$ cat config.mk
export PLATFORM = sky130hd
export DESIGN_NAME = month_year
export DESIGN_NICKNAME = d
export VERILOG_FILES = /design/src/rtl/cal_pkg.sv /design/src/rtl/month_year_mod_counter.sv /design/src/rtl/month_year.sv
export SDC_FILE = /design/constraint.sdc
export NUM_CORES = 1
export LEC_CHECK = 0
export ABC_AREA = 1
export CORE_MARGIN = 1.5
export CORE_UTILIZATION = 30
export CTS_BUF_LIST = sky130_fd_sc_hd__clkbuf_4 sky130_fd_sc_hd__clkbuf_8 sky130_fd_sc_hd__clkbuf_16
export DETAILED_ROUTE_END_ITERATION = 12
export GPL_TIMING_DRIVEN = 0
export PLACE_DENSITY = 0.53
export REMOVE_ABC_BUFFERS = 1
export SETUP_SLACK_MARGIN = 0.05
export SYNTH_ARGS = -nofsm -noshare
export SYNTH_HDL_FRONTEND = slang
export SYNTH_SLANG_ARGS = --single-unit
$ cat constraint.sdc
create_clock -name clk -period 1.6 [get_ports clk]
set_clock_uncertainty 0.15 [all_clocks]
set_input_delay 0.24 -clock clk [delete_from_list [all_inputs] [get_ports clk]]
set_output_delay 0.24 -clock clk [all_outputs]
set_load 0.05 [all_outputs]
$ cat src/rtl/cal_pkg.sv
// Shared calendar constants, bus-select codes and the BCD display helper.
// Used by the month/year stage and by any downstream display logic.
package cal_pkg;

  localparam int MONTH_MAX = 11;
  localparam int YEAR_MAX  = 99;
  localparam int YEAR_W    = 7;
  localparam int DATE_MAX  = 30;
  localparam int MONTH_W   = 4;

  localparam logic SEL_MONTH = 1'b0;
  localparam logic SEL_YEAR  = 1'b1;

  // Two-digit packed BCD (tens:ones); callers keep the input within 0..99.
  function automatic logic [7:0] bin2bcd(input logic [6:0] v);
    int tens;
    int ones;
    tens = int'(v) / 10;
    ones = int'(v) % 10;
    return {4'(tens), 4'(ones)};
  endfunction

endpackage

$ cat src/rtl/month_year_mod_counter.sv
// Modulo-(MAX+1) counter with clamping load; clear > load > inc, state changes on the edge.
// wrap is combinational (inc at MAX) so a chained counter advances on the same edge.
module mod_counter
  import cal_pkg::*;
#(
  parameter int MAX = 11,
  parameter int W   = 4
) (
  input  logic         clk,
  input  logic         clear,
  input  logic         load,
  input  logic [W-1:0] load_val,
  input  logic         inc,
  output logic [W-1:0] count,
  output logic         wrap
);

  localparam logic [W-1:0] MAX_V = W'(MAX);

  logic [W-1:0] load_clamped;

  assign load_clamped = (load_val > MAX_V) ? MAX_V : load_val;
  assign wrap         = inc && (count == MAX_V);

  always_ff @(posedge clk) begin
    if (clear) begin
      count <= '0;
    end else if (load) begin
      count <= load_clamped;
    end else if (inc) begin
      count <= wrap ? '0 : count + W'(1);
    end
  end

endmodule

$ cat src/rtl/month_year.sv
// Month/year calendar stage fed by the date counter's rollover pulse; drives an enable-gated databus.
// Optional BCD display outputs under MONTH_YEAR_BCD_OUT_EN (registered, one cycle behind month/year).
module month_year #(
  parameter int MONTH_MAX = cal_pkg::MONTH_MAX,
  parameter int YEAR_MAX  = cal_pkg::YEAR_MAX,
  parameter int YEAR_W    = cal_pkg::YEAR_W
) (
  input  logic              clk,
  input  logic              clear,
  input  logic              load,
  input  logic              load_sel,
  input  logic [YEAR_W-1:0] data,
  input  logic              day_wrap,
  input  logic              enable,
  input  logic              bus_sel,
  output logic [3:0]        month,
  output logic [YEAR_W-1:0] year,
  output logic              year_wrap,
  output logic [YEAR_W-1:0] databus
`ifdef MONTH_YEAR_BCD_OUT_EN
  ,
  output logic [7:0]        month_bcd,
  output logic [7:0]        year_bcd
`endif
);

  import cal_pkg::*;

  logic month_load;
  logic year_load;
  logic month_inc;
  logic month_wrap;
  logic year_wrap_next;

  assign month_load = load && (load_sel == SEL_MONTH);
  assign year_load  = load && (load_sel == SEL_YEAR);
  // A load cycle swallows day_wrap completely, including any carry into the year.
  assign month_inc  = day_wrap && !load;

  mod_counter #(
    .MAX (MONTH_MAX),
    .W   (4)
  ) u_month (
    .clk      (clk),
    .clear    (clear),
    .load     (month_load),
    .load_val (data[3:0]),
    .inc      (month_inc),
    .count    (month),
    .wrap     (month_wrap)
  );

  mod_counter #(
    .MAX (YEAR_MAX),
    .W   (YEAR_W)
  ) u_year (
    .clk      (clk),
    .clear    (clear),
    .load     (year_load),
    .load_val (data),
    .inc      (month_wrap),
    .count    (year),
    .wrap     (year_wrap_next)
  );

  always_ff @(posedge clk) begin
    if (clear) begin
      year_wrap <= 1'b0;
    end else begin
      year_wrap <= year_wrap_next;
    end
  end

  always_comb begin
    databus = '0;
    if (enable) begin
      if (bus_sel == SEL_YEAR) begin
        databus = year;
      end else begin
        databus = YEAR_W'(month);
      end
    end
  end

`ifdef MONTH_YEAR_BCD_OUT_EN
  // Months are shown 1-based (01..12); years as stored (00..99).
  always_ff @(posedge clk) begin
    if (clear) begin
      month_bcd <= 8'h00;
      year_bcd  <= 8'h00;
    end else begin
      month_bcd <= bin2bcd({3'b000, month} + 7'd1);
      year_bcd  <= bin2bcd(7'(year));
    end
  end
`endif

endmodule
# ---- Word level (Yosys, flattened, before mapping)
# Cells that the tools add are included.
dict set report classes {
  multipliers 0
  n_reduce_logical 8
  bitwise_logic 1
  muxes 10
  magnitude_cmp 2
  div 0
  n_addsub 2
  n_eq_ne 2
  shifts 0
}
# cell count
set op_table {}
lappend op_table {{$mux W7} 6}
lappend op_table {{$mux W4} 4}
lappend op_table {{$add A7 B1 Y7 const B} 1}
lappend op_table {{$eq A7 B7 Y1 const B} 1}
lappend op_table {{$gt A7 B7 Y1 const B} 1}
lappend op_table {{$logic_and A1 B1 Y1} 5}
lappend op_table {{$add A4 B1 Y4 const B} 1}
lappend op_table {{$eq A4 B4 Y1 const B} 1}
lappend op_table {{$gt A4 B4 Y1 const B} 1}
lappend op_table {{$reduce_bool A2 Y1} 2}
lappend op_table {{$logic_not A1 Y1} 1}
lappend op_table {{$not A1 Y1} 1}
dict set report totals {
  ram_bits 0
  ff_bits 12
  in_bits 14
  latch_bits 0
  n_memories 0
  romBits 0
  elab_cells 28
}

# ---- Logic depth before layout (Yosys ltp)
# Gate-level depths: netlist of run 1.
dict set report depth {
  depth_word 7
  mapped_depth 8
  depth_no_buf 8
}

# ---- Cells and area by module
# Synthesis of run 1 repeated with hierarchy kept, for this count alone.
dict set report hier_totals {
  cells_unflattened 167
  hier_area_um2 968.4
}
# module area_each_um2 seq_area_each_um2 instances cells_each
set by_module_without_submodules {}
lappend by_module_without_submodules {{mod_counter at u_year} 523.0 140.1 1 85}
lappend by_module_without_submodules {{mod_counter at u_month} 282.8 80.1 1 45}
lappend by_module_without_submodules {month_year 162.7 20.0 1 37}

# ---- Least setup slack after synthesis of run 1
# OpenSTA, ideal clock, no wires.
dict set report synth_path {
  kind {flip-flop to output port}
  from {register u_year.count[4]}
  to {output port databus[4]}
  path_buffers 1
  required_time_ps 1210
  slack_ps -806
  t_arrival_ps 2016
  path_stages_with_launch 4
  cell_sequence {dfxtp_1 buf_2 inv_1 nor3_1}
}
dict set report synth_between {
  elab_chain_len 2
}
# item line
set synth_rtl {}
lappend synth_rtl {{start, declared} month_year_mod_counter.sv:14} ;# output logic [W-1:0] count,
lappend synth_rtl {{start signal, assigned} month_year_mod_counter.sv:29} ;# count <= load_clamped;
lappend synth_rtl {{start signal, assigned} month_year_mod_counter.sv:31} ;# count <= wrap ? '0 : count + W'(1);
lappend synth_rtl {{$mux W7} month_year.sv:77} ;# if (bus_sel == SEL_YEAR) begin
lappend synth_rtl {{$mux W7} month_year.sv:76} ;# if (enable) begin
lappend synth_rtl {{end, declared} month_year.sv:19} ;# output logic [YEAR_W-1:0] databus
# Every way passes these cells.

# ---- Worst setup path in the final report of run 1
dict set report layout_path {
  from {register year_wrap}
  to {output port year_wrap}
}
# item line
set layout_rtl {}
lappend layout_rtl {{start, declared} month_year.sv:18} ;# output logic year_wrap,
lappend layout_rtl {{start signal, assigned} month_year.sv:70} ;# year_wrap <= year_wrap_next;
# No word-level cell between the ends.

==> results.py, run 1 <==
metrics = {
    "clock_network": {
        "cts_buffers": 3,
        "insertion_delay_ns": 0.29,
        "cts-root-to-sink-buffers": 2,
        "cts.hold.buffers_added": 0,
        "numClockSinks": 12,
        "tritoncts": "built",
        "cts.root.buffer_cell": "sky130_fd_sc_hd__clkbuf_4",
        "htreeDepth": 1,
        "cts.reportedPaths.clkPinSlew_ns": 0.08,
    },
    "power_and_ir_drop": {
        "cell_internal_pwr_mw": 0.574,
        "pwr_density_cell_mw_per_mm2": 609,
        "power.share.switching": 0.381,
        "power.static_leakage_nw": 0.686,
        "max-vdd-ir-drop_uv": 297,
        "p_sw_mw": 0.354,
        "clock_power_share": 0.277,
        "sequentialPowerShare": 0.371,
        "portion_of_total_power_attributed_to_combinational_logic": 0.352,
        "finalPower_mw": 0.929,
    },
    "timing": {
        "grt_setup_unrepaired": "yes",
        "max_freq_ghz": 0.666,
        "final.setup.tns_ns": 0,
        "report.final.setup_viol": 0,
        "tightestPinTransition_ns": 0.484,
        "final_hold_viol_count": 0,
        "final.period_utilization": 0.938,
        "min_period_ns": 1.50,
        "slew_headroom": 0.679,
        "maxSlewViolCount": 0,
    },
    "setup_path": {
        "critPathTopFamily": "buffers and inverters",
        "cp_num_buf_inv": 1,
        "cp_slowest_cell": "sky130_fd_sc_hd__dlygate4sd2_1",
        "end_kind": "primary output",
        "critical_path.startpoint_type": "register",
        "crit_arrival_ns": 1.11,
        "critPathMaxStageDelay_ns": 0.52,
        "worst_ep_required_time_ns": 1.21,
        "path_cells": "dlygate4sd2_1",
        "path_class": "reg2out",
        "path_max_fanout": 1,
    },
    "layout": {
        "finalNonFillerCells": 240,
        "antenna_cells": 0,
        "post_route_utilization": 0.500,
        "layout.cell_area.non_filler_mm2": 0.00153,
        "area_growth_syn_to_layout_pct": 57.5,
        "post_route_cells_drive_above_1_share": 0.327,
        "layout.filler_cells": 322,
        "layout.nets": 213,
    },
    "drt": {
        "dr_total_vias": 1103,
        "wl_per_cell_um": 12.0,
        "drc_errors": 0,
        "finalWirelength_um": 2880,
        "drt-vias-per-instance": 4.60,
        "drtAntennaViolNets": 0,
        "detailedRoute.firstPassIterationCount": 4,
        "drt_first_iter_violations": 48,
    },
    "placed_design": {
        "post_place_cell_area_mm2": 0.00132,
        "place.port_buffers": 32,
        "gp_congestion": 0.879,
        "detailed_place_hpwl_um": 2170,
        "dpl.cell_count": 228,
    },
    "synth": {
        "syn_area_per_cell_um2": 6.21,
        "post_synth_inst_count": 156,
        "yosysWarnings": 0,
        "synth.cell_area_um2": 968,
        "yosysSeqAreaShare": 0.248,
        "postSynthRegisterBits": 12,
        "synthDistinctLibCells": 26,
    },
    "die": {
        "die_w_um": 59.8,
        "die_height_um": 59.8,
        "rows": 20,
        "start_util": 0.317,
        "ios": 33,
        "die-area_mm2": 0.00358,
        "core_mm2": 0.00305,
    },
    "global_routing": {
        "antenna_found_initial": 0,
        "groute.usage.overall": 0.177,
        "first_global_vias": 973,
        "wire_length_of_the_first_global_routing_pass_um": 4640,
        "largest_net_degree_at_the_start_of_global_routing": 9,
        "globalRoute.totalOverflow": 0,
    },
    "run_status": {
        "outcome": "finished clean",
    },
    "job": {
        "maxCapViolCount": 0,
    },
    "hold_path": {
        "min-delay-path-class": "reg2reg",
    },
}
-- per-layer routing --
layer | global-route usage | vias up | part of all wire
met4 | 0.0952 | 0 | 0.026
met5 | 0 | - | 0
met2 | 0.261 | 27 | 0.46
met1 | 0.237 | 489 | 0.47
met3 | 0.0411 | 7 | 0.044
li1 | - | 580 | -
-- cell usage in the layout, fill, tap and decap left out, drive strengths merged --
| cell | n |
|---|---|
| nand3 | 18 |
| nand2 | 34 |
| dfxtp | 12 |
| clkbuf | 5 |
| o21ai | 13 |
| ha | 2 |
| inv | 27 |
| nor2 | 22 |
| a31oi | 1 |
| or2 | 1 |
| clkdlybuf4s15 | 11 |
| nand3b | 1 |
| nor3 | 5 |
| o22ai | 1 |
| buf | 15 |
| clkdlybuf4s50 | 11 |
| a21oi | 9 |
| nand4 | 2 |
| dlygate4sd2 | 2 |
| xor2 | 4 |
-- power by group through the flow --
stage               Sequential (mW)  Combinational (mW)  Clock (mW)
CTS                           0.348               0.299       0.266
detailed placement            0.354               0.300           0
global placement              0.354               0.300           0
floorplan                     0.408               0.127           0
finish                        0.345               0.326       0.258
global route                  0.349               0.353       0.278
-- synth_stat cells --
master | count | area (µm²)
sky130_fd_sc_hd__o21ai_1 | 3 | 15.0
sky130_fd_sc_hd__inv_2 | 3 | 11.3
sky130_fd_sc_hd__nand3_2 | 1 | 10.0
sky130_fd_sc_hd__nand2_4 | 2 | 22.5
sky130_fd_sc_hd__nor3_1 | 5 | 25.0
sky130_fd_sc_hd__o21ai_0 | 10 | 50.1
sky130_fd_sc_hd__buf_2 | 2 | 10.0
sky130_fd_sc_hd__nand3_1 | 15 | 75.1
sky130_fd_sc_hd__ha_1 | 2 | 25.0
sky130_fd_sc_hd__buf_1 | 1 | 3.75
sky130_fd_sc_hd__nand3b_1 | 1 | 7.51
sky130_fd_sc_hd__nand4_1 | 2 | 12.5
sky130_fd_sc_hd__a31oi_1 | 1 | 6.26
sky130_fd_sc_hd__nand3_4 | 2 | 35.0
sky130_fd_sc_hd__xor2_1 | 4 | 35.0
sky130_fd_sc_hd__nor2_1 | 20 | 75.1
sky130_fd_sc_hd__nor2_8 | 1 | 20.0
sky130_fd_sc_hd__nand2_1 | 31 | 116
sky130_fd_sc_hd__or2_1 | 1 | 6.26
sky130_fd_sc_hd__a21oi_1 | 9 | 45.0
sky130_fd_sc_hd__o22ai_1 | 1 | 6.26
sky130_fd_sc_hd__buf_4 | 1 | 7.51
sky130_fd_sc_hd__nand2_2 | 1 | 6.26
sky130_fd_sc_hd__nor2_4 | 1 | 11.3
sky130_fd_sc_hd__dfxtp_1 | 12 | 240
sky130_fd_sc_hd__inv_1 | 24 | 90.1
-- per-stage QoR --
step                setup WS (ns)  hold WS, ns
floorplan                  -0.751        0.159
global placement           -0.806        0.449
detailed placement         -0.806        0.453
CTS                        0.0361        0.441
global route               0.0454        0.474
finish                     0.0990        0.440
-- sequential cells by signal, indices dropped and copies added, names as in the netlist --
| signal | flops |
|---|---|
| year_wrap | 1 |
| u_year.count | 7 |
| u_month.count | 4 |
-- cells by family (layout without fill, tap and decap cells) --
group	Yosys count	after routing	synth area share
AOI/OAI and AO/OA	24	24	0.127
xor gates and xnor gates	4	4	0.0362
adders and majority gates	2	2	0.0258
buffers and inverters	31	71	0.127
DFF	12	12	0.248
and+or+nand+nor	83	83	0.437
-- area by class of cell --
cell class | count | area [µm²] | area share
Multi-Input combinational cell | 113 | 669 | 0.439
Inverter | 27 | 101 | 0.0664
Clock buffer | 4 | 36.3 | 0.0238
Tap cell | 44 | 55.1 | 0.0361
Timing Repair Buffer | 40 | 384 | 0.252
Sequential cell | 12 | 279 | 0.183
-- final timing paths --
| kind | start | endpoint | slack (ns) | depth (start not counted) |
|---|---|---|---|---|
| max | year_wrap | year_wrap | 0.1 | 1 |
| min | u_month.count[0] | u_month.count[0] | 0.44 | 3 |
| max reg2reg | u_month.count[2] | u_year.count[5] | 0.18 | 8 |
| min reg2reg | u_month.count[0] | u_month.count[0] | 0.44 | 3 |
-- timing repair --
item / in CTS / in global routing
setup buffers: 2 / 6
gates resized for setup: 96 / 28
endpoints found under the setup margin: 25 / 15
pin swaps: 0 / 4
(Power assumes the default switching activity.)
==> run 2, diff against run 1 <==
--- a/config.mk
+++ b/config.mk
@@ -5,13 +5,12 @@
 export SDC_FILE = /design/constraint.sdc
 export NUM_CORES = 1
 export LEC_CHECK = 0
-export ABC_AREA = 1
 export CORE_MARGIN = 1.5
 export CORE_UTILIZATION = 30
 export CTS_BUF_LIST = sky130_fd_sc_hd__clkbuf_4 sky130_fd_sc_hd__clkbuf_8 sky130_fd_sc_hd__clkbuf_16
 export DETAILED_ROUTE_END_ITERATION = 12
 export GPL_TIMING_DRIVEN = 0
-export PLACE_DENSITY = 0.53
+export PLACE_DENSITY = 0.55
 export REMOVE_ABC_BUFFERS = 1
 export SETUP_SLACK_MARGIN = 0.05
 export SYNTH_ARGS = -nofsm -noshare
==> results.py, run 2 <==
metrics = {
    "placed_design": {
        "gp_congestion": 0.799,
        "detailed_place_hpwl_um": 1720,
        "dp_slack_ns": -1.22,
        "place.port_buffers": 32,
    },
    "synth": {
        "yosysWarnings": 0,
        "syn_area_per_cell_um2": 8.16,
        "synth_commonest_cells": "12 x sky130_fd_sc_hd__dfxtp_1, 9 x sky130_fd_sc_hd__nor2_1, 7 x sky130_fd_sc_hd__nand2_1",
        "synth.cell_area_um2": 816,
        "post_synth_inst_count": 100,
        "asyncSetResetFlopFracSynth": 0,
        "ys.flop_type": "sky130_fd_sc_hd__dfxtp_1",
        "yosys.area.top_type_share": 0.294,
        "yosysSeqAreaShare": 0.294,
        "postSynthRegisterBits": 12,
        "synth.largest_area_cell": "sky130_fd_sc_hd__dfxtp_1",
        "netlist_top_cells_area": "sky130_fd_sc_hd__dfxtp_1 29%, sky130_fd_sc_hd__mux2i_1 7.4%, sky130_fd_sc_hd__and3_1 4.6%",
        "synthMostInstantiatedCell": "sky130_fd_sc_hd__dfxtp_1",
        "synthDistinctLibCells": 34,
        "number_of_synthesized_flops_with_an_enable_pin": 0,
    },
    "layout": {
        "layout.nets": 162,
        "most_frequent_standard_cell_in_the_layout_excluding_fill_and_tap_cells": "sky130_fd_sc_hd__buf_4",
        "antenna_cells": 0,
        "layout.cells.most_common_list": "12 x sky130_fd_sc_hd__buf_4, 9 x sky130_fd_sc_hd__nor2_1, 9 x sky130_fd_sc_hd__clkdlybuf4s50_1",
        "max_flop_register": "u_year.count",
        "flip_flop_count_of_the_largest_register_all_copies_and_words_added": 7,
        "post_route_cells_drive_above_1_share": 0.359,
        "reg_top3": "u_year.count (7), u_month.count (4), year_wrap (1)",
        "area_growth_syn_to_layout_pct": 66.3,
    },
    "setup_path": {
        "cp_num_buf_inv": 2,
        "critPathTopFamily": "compound AO/OA/AOI/OAI gates",
        "path_max_fanout": 2,
        "cp_slowest_cell": "sky130_fd_sc_hd__dfxtp_4",
        "path_class": "reg2reg",
        "worst_ep_required_time_ns": 1.60,
        "crit_arrival_ns": 1.82,
        "critPathMaxStageDelay_ns": 0.37,
        "end_kind": "register",
        "critical_path.startpoint_type": "register",
        "path_cells": "ha_4 -> nor4bb_4 -> buf_4 -> buf_6 -> a21oi_4 -> a222oi_1 -> nor2_1",
    },
    "die": {
        "ios": 33,
        "die_w_um": 55.1,
        "start_util": 0.323,
        "rows": 18,
        "core_mm2": 0.00252,
        "die_height_um": 55.1,
        "die-area_mm2": 0.00304,
    },
    "job": {
        "maxCapViolCount": 0,
    },
    "clock_network": {
        "cts.reportedPaths.clkPinSlew_ns": 0.09,
        "cts_buffers": 3,
        "htreeDepth": 1,
        "cts.hold.buffers_added": 0,
        "tritoncts": "built",
        "insertion_delay_ns": 0.28,
        "cts-root-to-sink-buffers": 2,
        "cts.root.buffer_cell": "sky130_fd_sc_hd__clkbuf_4",
        "numClockSinks": 12,
    },
    "timing": {
        "tightestPinTransition_ns": 0.532,
        "final_hold_viol_count": 0,
        "final.period_utilization": 1.13,
        "report.final.setup_viol": 10,
        "grt_setup_unrepaired": "yes",
        "slew_headroom": 0.644,
        "max_freq_ghz": 0.551,
        "maxSlewViolCount": 0,
        "min_period_ns": 1.81,
        "holdWs_ns": 0.398,
        "timing.final.ws_setup_ns": -0.215,
    },
    "power_and_ir_drop": {
        "power.static_leakage_nw": 0.564,
        "max-vdd-ir-drop_uv": 374,
        "pwr_density_cell_mw_per_mm2": 637,
    },
    "drt": {
        "drtAntennaViolNets": 0,
        "met3RoutedLength_um": 117,
        "detailedRoute.firstPassIterationCount": 4,
        "met2_wirelength_um": 1230,
        "drt_first_iter_violations": 29,
        "finalWirelength_um": 2530,
        "drt-vias-per-instance": 5.30,
        "met1_length_um": 1170,
        "dr_total_vias": 927,
        "drc_errors": 0,
        "top_layer": "met4",
        "wl_per_cell_um": 14.5,
    },
    "global_routing": {
        "globalRoute.totalOverflow": 0,
        "groute.usage.overall": 0.179,
        "largest_net_degree_at_the_start_of_global_routing": 14,
        "wire_length_of_the_first_global_routing_pass_um": 3890,
        "first_global_vias": 883,
        "antenna_found_initial": 0,
    },
    "run_status": {
        "failed_checks": "negative setup slack",
        "outcome": "complete, but fails checks",
    },
    "hold_path": {
        "min-delay-path-class": "reg2reg",
    },
}
## run 2: stage by stage
stage	instance area, µm²	setup TNS [ns]	util	total power [mW]	std cells
3_5_place_dp	1150	-16.98	0.455	0.590	158
2_1_floorplan	790	-11.56	-	0.481	96
4_1_cts	1320	-0.863	0.522	0.857	170
6_report	1360	-1.10	0.538	0.864	175
3_3_place_gp	1150	-16.91	0.455	0.590	158
5_1_grt	1360	-1.91	0.538	0.904	175
## run 2: cells by family (layout without fill, tap and decap cells)
group	Yosys count	count (layout)	share of synthesized area
compound gates	23	23	0.190
xor+xnor	3	3	0.0322
fa+ha+maj	2	2	0.0307
buf+inv	6	51	0.0414
flops	12	12	0.294
mux	6	6	0.0736
simple gates	48	48	0.337
## run 2: area by class of cell
| class | instances | area, µm² |
|---|---|---|
| fill | 247 | 1170 |
| multi-input combinational | 82 | 593 |
| timing repair buffer | 45 | 423 |
| sequential | 12 | 259 |
| tap | 30 | 37.5 |
| clock buffer | 4 | 36.3 |
| inverter | 2 | 7.51 |
## run 2: path summary, 6_finish.rpt
kind              cells after the start              from  slack (ns)                to
hold / removal                        2   u_year.count[3]        0.40   u_year.count[3]
setup / recovery                      7  u_month.count[0]       -0.21  u_month.count[3]
setup reg to reg                      7  u_month.count[0]       -0.21  u_month.count[3]
hold reg to reg                       2   u_year.count[3]        0.40   u_year.count[3]
## run 2: routing by layer
| metal | vias to the layer above | track usage |
|---|---|---|
| li1 | 461 | - |
| met1 | 437 | 0.231 |
| met2 | 27 | 0.306 |
| met3 | 2 | 0.0269 |
| met4 | 0 | 0.0528 |
| met5 | - | 0 |
## run 2: repair_timing
item | in CTS | in global routing
pin swaps | 11 | 9
setup endpoints to repair | 31 | 26
buffers inserted | 8 | 5
endpoints found under the hold margin | 0 | 0
resized for setup | 100 | 16
## run 2: worst reg2reg max path, stage by stage, from the launching register on
cell and delay [ns]:
sky130_fd_sc_hd__dfxtp_4 0.37, sky130_fd_sc_hd__ha_4 0.13, sky130_fd_sc_hd__nor4bb_4 0.30, sky130_fd_sc_hd__buf_4 0.20, sky130_fd_sc_hd__buf_6 0.09, sky130_fd_sc_hd__a21oi_4 0.05
sky130_fd_sc_hd__a222oi_1 0.33, sky130_fd_sc_hd__nor2_1 0.07
## run 2: power by group
group          internal, mW  switching, mW
Sequential            0.316         0.0250
Clock                 0.138          0.119
Combinational         0.110          0.156
Total                 0.564          0.300
==> run 3, diff against run 2 <==
--- a/config.mk
+++ b/config.mk
@@ -11,7 +11,6 @@
 export DETAILED_ROUTE_END_ITERATION = 12
 export GPL_TIMING_DRIVEN = 0
 export PLACE_DENSITY = 0.55
-export REMOVE_ABC_BUFFERS = 1
 export SETUP_SLACK_MARGIN = 0.05
 export SYNTH_ARGS = -nofsm -noshare
 export SYNTH_HDL_FRONTEND = slang
==> results.py, run 3 (synthesis results as in run 2) <==
metrics = {
    "global_routing": {
        "wire_length_of_the_first_global_routing_pass_um": 3910,
        "globalRoute.totalOverflow": 0,
        "groute.usage.overall": 0.178,
        "first_global_vias": 841,
        "antenna_found_initial": 0,
        "largest_net_degree_at_the_start_of_global_routing": 11,
    },
    "drt": {
        "finalWirelength_um": 2570,
        "drtAntennaViolNets": 0,
        "dr_total_vias": 968,
        "wl_per_cell_um": 14.6,
        "drt-vias-per-instance": 5.50,
        "drt_first_iter_violations": 12,
        "drc_errors": 0,
        "detailedRoute.firstPassIterationCount": 5,
    },
    "clock_network": {
        "cts.reportedPaths.clkPinSlew_ns": 0.09,
        "cts_buffers": 3,
        "tritoncts": "built",
        "htreeDepth": 1,
        "insertion_delay_ns": 0.27,
        "cts.root.buffer_cell": "sky130_fd_sc_hd__clkbuf_4",
        "numClockSinks": 12,
        "cts-root-to-sink-buffers": 2,
    },
    "run_status": {
        "outcome": "complete, but fails checks",
        "failed_checks": "negative setup slack",
    },
    "setup_path": {
        "r2r_setup_slack_ns": -0.15,
        "path_max_fanout": 4,
        "r2r-start": "u_month.count[1]",
        "worst-r2r-cell-count": 8,
        "worst_r2r_endpoint": "u_year.count[2]",
        "end_kind": "register",
        "critical_path.startpoint": "u_month.count[1]",
        "crit_arrival_ns": 1.79,
        "cp-endpoint": "u_year.count[2]",
        "worst_ep_required_time_ns": 1.64,
        "critical_path.startpoint_type": "register",
        "path_class": "reg2reg",
    },
    "timing": {
        "grt_setup_unrepaired": "yes",
        "timing.final.ws_setup_ns": -0.154,
        "final.period_utilization": 1.10,
        "final.setup.tns_ns": -1.00,
        "final_hold_viol_count": 0,
        "holdWs_ns": 0.395,
        "slew_headroom": 0.652,
        "maxSlewViolCount": 0,
        "max_freq_ghz": 0.570,
        "min_period_ns": 1.75,
        "report.final.setup_viol": 10,
        "tightestPinTransition_ns": 0.522,
    },
    "die": {
        "die_height_um": 55.1,
        "rows": 18,
        "die-area_mm2": 0.00304,
        "start_util": 0.323,
        "core_mm2": 0.00252,
        "ios": 33,
        "die_w_um": 55.1,
    },
    "placed_design": {
        "dpl.cell_count": 161,
        "place.port_buffers": 31,
        "gp_congestion": 0.749,
        "detailed_place_hpwl_um": 1730,
        "post_place_cell_area_mm2": 0.00122,
    },
    "power_and_ir_drop": {
        "power.share.switching": 0.346,
        "p_sw_mw": 0.314,
        "pwr_density_cell_mw_per_mm2": 630,
        "finalPower_mw": 0.908,
        "power.static_leakage_nw": 0.562,
        "clock_power_share": 0.279,
        "cell_internal_pwr_mw": 0.594,
        "sequentialPowerShare": 0.378,
        "portion_of_total_power_attributed_to_combinational_logic": 0.343,
        "max-vdd-ir-drop_uv": 357,
    },
    "synth": {
        "postSynthNetCount": 116,
    },
    "layout": {
        "flip_flop_count_of_the_largest_register_all_copies_and_words_added": 7,
        "post_route_cells_drive_above_1_share": 0.425,
        "most_frequent_standard_cell_in_the_layout_excluding_fill_and_tap_cells": "sky130_fd_sc_hd__buf_4",
        "layout.cell_area.non_filler_mm2": 0.00144,
        "max_flop_register": "u_year.count",
        "reg_top3": "u_year.count (7), u_month.count (4), year_wrap (1)",
        "antenna_cells": 0,
        "layout.cells.most_common_list": "11 x sky130_fd_sc_hd__buf_4, 9 x sky130_fd_sc_hd__nor2_1, 9 x sky130_fd_sc_hd__clkdlybuf4s50_1",
        "finalNonFillerCells": 176,
        "area_growth_syn_to_layout_pct": 76.7,
        "layout.nets": 163,
    },
    "job": {
        "maxCapViolCount": 0,
    },
    "hold_path": {
        "min-delay-path-class": "in2reg",
    },
}
[run 3: worst min path at each step]
stage	from	cells past startpoint	to	slack, ns
2_1_floorplan	clear	1	u_month.count[1]	0.16
3_5_place_dp	u_month.count[1]	2	u_month.count[1]	0.37
6_report	day_wrap	4	u_month.count[1]	0.39
5_1_grt	day_wrap	4	u_month.count[1]	0.44
4_1_cts	day_wrap	4	u_month.count[1]	0.31
3_3_place_gp	u_year.count[3]	2	u_year.count[3]	0.37
[run 3: stage by stage]
stage	utilization	setup slack (ns)
2_1_floorplan	-	-0.253
3_3_place_gp	0.485	-0.596
3_5_place_dp	0.485	-0.629
4_1_cts	0.530	-0.140
5_1_grt	0.571	-0.261
6_report	0.571	-0.154
[run 3: area by class of cell]
class | instances | area [µm²]
Multi-Input combinational cell | 82 | 676
Sequential cell | 12 | 256
Timing Repair Buffer | 43 | 399
Tap cell | 30 | 37.5
Clock buffer | 4 | 36.3
Inverter | 2 | 7.51
Fill cell | 242 | 1080
Buffer | 3 | 28.8
[run 3: worst max-delay path, cell delays in order, from the launching register on]
cell and delay [ns]:
sky130_fd_sc_hd__dfxtp_4 0.37, sky130_fd_sc_hd__ha_4 0.13, sky130_fd_sc_hd__nor4bb_4 0.18, sky130_fd_sc_hd__buf_4 0.19
sky130_fd_sc_hd__buf_6 0.12, sky130_fd_sc_hd__buf_4 0.12, sky130_fd_sc_hd__nand3_1 0.09, sky130_fd_sc_hd__mux2i_1 0.13
sky130_fd_sc_hd__a211oi_1 0.19
[run 3: repair_timing]
| action | 4_1_cts | 5_1_grt |
|---|---|---|
| endpoints found under the setup margin | 29 | 22 |
| buffers inserted | 8 | 4 |
| hold buffers | 0 | 0 |
| pin swaps | 2 | 2 |
| gates resized for setup | 82 | 31 |
[run 3: metal layers]
layer	share of wire	routed length (µm)	vias up	track usage
li1	-	-	468	-
met1	0.45	1150	457	0.238
met5	0	0	-	0
met4	0.016	41	0	0.0610
met3	0.053	137	4	0.0161
met2	0.48	1240	39	0.298
[run 3: power by group through the flow]
stage | sequential, mW | clock, mW | combinational, mW
6_report | 0.343 | 0.253 | 0.312
2_1_floorplan | 0.400 | 0 | 0.106
3_3_place_gp | 0.350 | 0 | 0.257
4_1_cts | 0.339 | 0.255 | 0.279
3_5_place_dp | 0.350 | 0 | 0.258
5_1_grt | 0.346 | 0.274 | 0.331
==> edit 1, RTL diff (settings of run 2) <==
The option `MONTH_YEAR_BCD_OUT_EN` is turned on by a define.
--- a/src/rtl/month_year.sv
+++ b/src/rtl/month_year.sv
@@ -1,4 +1,6 @@
 // Month/year calendar stage fed by the date counter's rollover pulse; drives an enable-gated databus.
 // Optional BCD display outputs under MONTH_YEAR_BCD_OUT_EN (registered, one cycle behind month/year).
+`define MONTH_YEAR_BCD_OUT_EN
+
 module month_year #(
   parameter int MONTH_MAX = cal_pkg::MONTH_MAX,
Formal check against the unedited RTL (old outputs only; new: month_bcd and year_bcd): equivalent (Yosys induction, for registers that start in step).
==> edit 1 against run 2 <==
  * The flow finishes with violations (DRC, setup timing)
  * Sequential cell count rose by 14
  * Synthesized area rose by 150%
  * Wire length rose to 2.6 times the old value
  * Via count rose by 140%
  * First-iteration DRC count rose to 3.6 times the old value
  * Setup slack got worse by 0.95 ns
  * Critical path depth rose by 6
  * Power rose by 120%
  * Final area rose by 140%
  * Largest cell class unchanged
  * Largest power group is now combinational logic
==> edit 1: results (changes against run 2) <==
| Metric | Value |
|---|---|
| Fin cells | `410 (+130%)` |
| Cell-internal power | `0.001188 W (+110%)` |
| Final RePlAce weighted congestion | `0.8015 (+0.38%)` |
| Clock Tree Root | `clkbuf_8` |
| First-pass GRT wire length | `10490 um (+170%)` |
| Min setup slack post-route | `-1.162 ns (-0.9470 ns)` |
| Layout Nets | `361 (+120%)` |
| Relative slew slack | `62.80% (-1.6 points)` |
| Commonest cells in the netlist | `dfxtp_1 (26), nor2_1 (24), a21oi_1 (21)` |
| Drt pass-1 iters | `8 (+4)` |
| Post-synth cell types | `59 (+74%)` |
| Largest net degree at the start of global routing | `24 (+10)` |
| Crit path max fanout | `6 (+4)` |
| Vias | `2250 (+140%)` |
| # setup viols final | `25 (+15)` |
| Drt drc | `3 (+3)` |
| Power in sequential cells | `0.000711 W (+110%)` |
| Failing checks | `DRC, setup timing` |
| Placed Cells | `371 (+130%)` |
| Status | `finished with violations` |
| Routed len/inst | `15.96 um (+10%)` |
| Synth area leaders | `dfxtp_1 (26%), ha_1 (7.4%), a21oi_1 (5.2%)` |
| Synth Area in XOR/XNOR | `3.017% (-0.20 points)` |
| Layout cells sized above 1 | `40.24% (+4.4 points)` |
| Crit path DAT | `2.80 ns (+0.98 ns)` |
| Synthesized-area fraction occupied by adder cells | `7.389% (+4.3 points)` |
| Setup tns final | `-9.699 ns (-8.599 ns)` |
| Syn Inst Count | `263 (+160%)` |
| Tot GR Track Use | `17.80% (-0.079 points)` |
| DR iter-0 viols | `103 (+260%)` |
| Combinational Power Share | `42.9% (+12 points)` |
| Sequential share of the synthesized area | `25.62% (-3.8 points)` |
| Worst ir drop on vdd | `0.3672 mV (-1.8%)` |
| Max incr delay on CP | `0.40 ns (+0.03 ns)` |
| Vias in the first global route | `2116 (+140%)` |
## edit 1: area by class of cell
cell class / count / area [sq um]
well taps: 77 / 96.34
fillers: 601 / 3163
multi-input cells: 210 / 1794
clock buffers: 3 / 41.29
inverters: 12 / 47.55
repair buffers: 82 / 754.5
flip-flops and latches: 26 / 561.8
## edit 1: worst paths after layout
check                     to  slack, ns             from  depth (start not counted)
min reg2reg      year_bcd[0]       0.43  u_year.count[0]                          2
max reg2reg      year_bcd[2]      -1.16  u_year.count[4]                         13
min          u_year.count[6]       0.33             load                          3
max              year_bcd[2]      -1.16  u_year.count[4]                         13
## edit 1: per-stage QoR
stage                     utilization (%)  setup WS, ns
after global placement              38.74        -1.757
final                               51.03        -1.162
after detailed placement            38.74        -1.767
after global routing                51.03        -1.289
after CTS                           48.37        -1.102
after floorplan                         -        -1.768
## edit 1: metal layers
layer	vias up	part of all wire [%]	GRT usage (%)
li1	1098	-	-
met1	1088	45	23.33
met2	58	51	30.52
met3	6	3.6	2.724
met4	0	0.93	4.692
met5	-	0	0
==> edit 2, RTL diff (flow settings as in run 2) <==
Made on the original files. Compare `count` against `MAX_V` with >= in place of ==.
--- a/src/rtl/month_year_mod_counter.sv
+++ b/src/rtl/month_year_mod_counter.sv
@@ -21,5 +21,5 @@
 
   assign load_clamped = (load_val > MAX_V) ? MAX_V : load_val;
-  assign wrap         = inc && (count == MAX_V);
+  assign wrap         = inc && (count >= MAX_V);
 
   always_ff @(posedge clk) begin
Formal check against the unedited RTL: no difference found for any inputs over 10 cycles, from zero or initial values; that may be too few to reach the edited logic, so the function may still have changed.
==> edit 2 against run 2 <==
  * The run still ends with setup timing left
  * First-iteration DRC count increased by 130%
  * Final area up 3.9%
  * Wire length increased by 9.0%
  * Sequential share of layout area grew 0.087 points
  * Utilization fell by 2.7 points
  * Power fell by 3.5%
  * Setup slack improved by 0.013 ns
  * Fmax up 0.72%
  * Synthesized cell count is 9.0% higher
  * Global-route usage increased by 0.19 points
  * Synthesized area grew 7.5%
  * Sequential cell count is the same
  * Critical path type unchanged
  * Critical endpoint is now u_year.count[2]
==> edit 2: results (changes against run 2) <==
| Metric | Value |
|---|---|
| NonClk Buf Share | `27.98% (-3.2 points)` |
| Post-DP HPWL | `1893 um (+10%)` |
| Sequential share of the synthesized area | `27.39% (-2.1 points)` |
| Post-cts sizing count | `108 (+8.0%)` |
| Post-Route WL | `2758 um (+9.0%)` |
| Layout cells sized above 1 | `38.41% (+2.5 points)` |
| Multi-input gates | `90 (+9.8%)` |
| Synthesized-area fraction occupied by adder cells | `2.853% (-0.21 points)` |
| Static Leak | `0.5425 nW (-3.7%)` |
| Post-synth cell types | `42 (+24%)` |
| Met1 wire length | `1300 um (+11%)` |
| Min setup slack post-route | `-0.2016 ns (+0.01301 ns)` |
| Status | `finished with violations` |
| Post CTS Setup Buffer Count | `10 (+2)` |
| Area of the multi-input gates | `661.9 sq um (+12%)` |
| Tot GR Track Use | `18.07% (+0.19 points)` |
| Layout fillers | `285 (+15%)` |
| Mapped Area | `877.1 sq um (+7.5%)` |
| Crit path DAT | `1.84 ns (+0.02 ns)` |
| Register area | `270.3 sq um (+4.3%)` |
| Vias in the first global route | `984 (+11%)` |
| Power Clock | `0.000252 W (-2%)` |
| Switching power | `0.0002805 W (-6.5%)` |
| Placed Cells | `167 (+5.7%)` |
| # setup viols final | `8 (-2)` |
| Mean post-synth cell area | `8.047 sq um (-1.4%)` |
| Complex-gate fraction of the synthesized area | `27.96% (+8.9 points)` |
| Met3 Use GR | `2.721% (+0.033 points)` |
| Final RePlAce weighted congestion | `0.8001 (+0.20%)` |
| DR iter-0 viols | `67 (+130%)` |
| Vias | `1027 (+11%)` |
| Failing checks | `setup timing` |
| Synth area leaders | `dfxtp_1 (27%), a21oi_1 (5.7%), nor2b_1 (5.0%)` |
| Commonest cells in the netlist | `dfxtp_1 (12), a21oi_1 (10), nand2_1 (7), nor2b_1 (7), nor2_1 (6)` |
[edit 2: metrics by stage]
step | area (sq um) | setup WS [ns] | util [%] | TNS (ns)
2_1_floorplan | 850.8 | -0.4363 | - | -4.973
3_3_place_gp | 1210 | -0.7156 | 43.87 | -9.343
3_5_place_dp | 1210 | -0.7329 | 43.87 | -9.437
4_1_cts | 1378 | -0.1892 | 49.95 | -1.181
5_1_grt | 1409 | -0.2744 | 51.09 | -1.864
6_report | 1409 | -0.2016 | 51.09 | -1.317
[edit 2: worst paths after layout]
| path | start | end | depth (start not counted) |
|---|---|---|---|
| hold / removal | load | u_month.count[1] | 4 |
| setup reg to reg | u_year.count[0] | u_year.count[2] | 6 |
| setup / recovery | u_year.count[0] | u_year.count[2] | 6 |
| hold reg to reg | u_year.count[5] | u_year.count[5] | 2 |
[edit 2: critical path, cell delays in order (launching register included)]
cell and delay, ns:
dfxtp_4 0.36, ha_4 0.16, or4_4 0.42, o211ai_4 0.21, buf_4 0.17, nor2_1 0.05, nor4_2 0.19
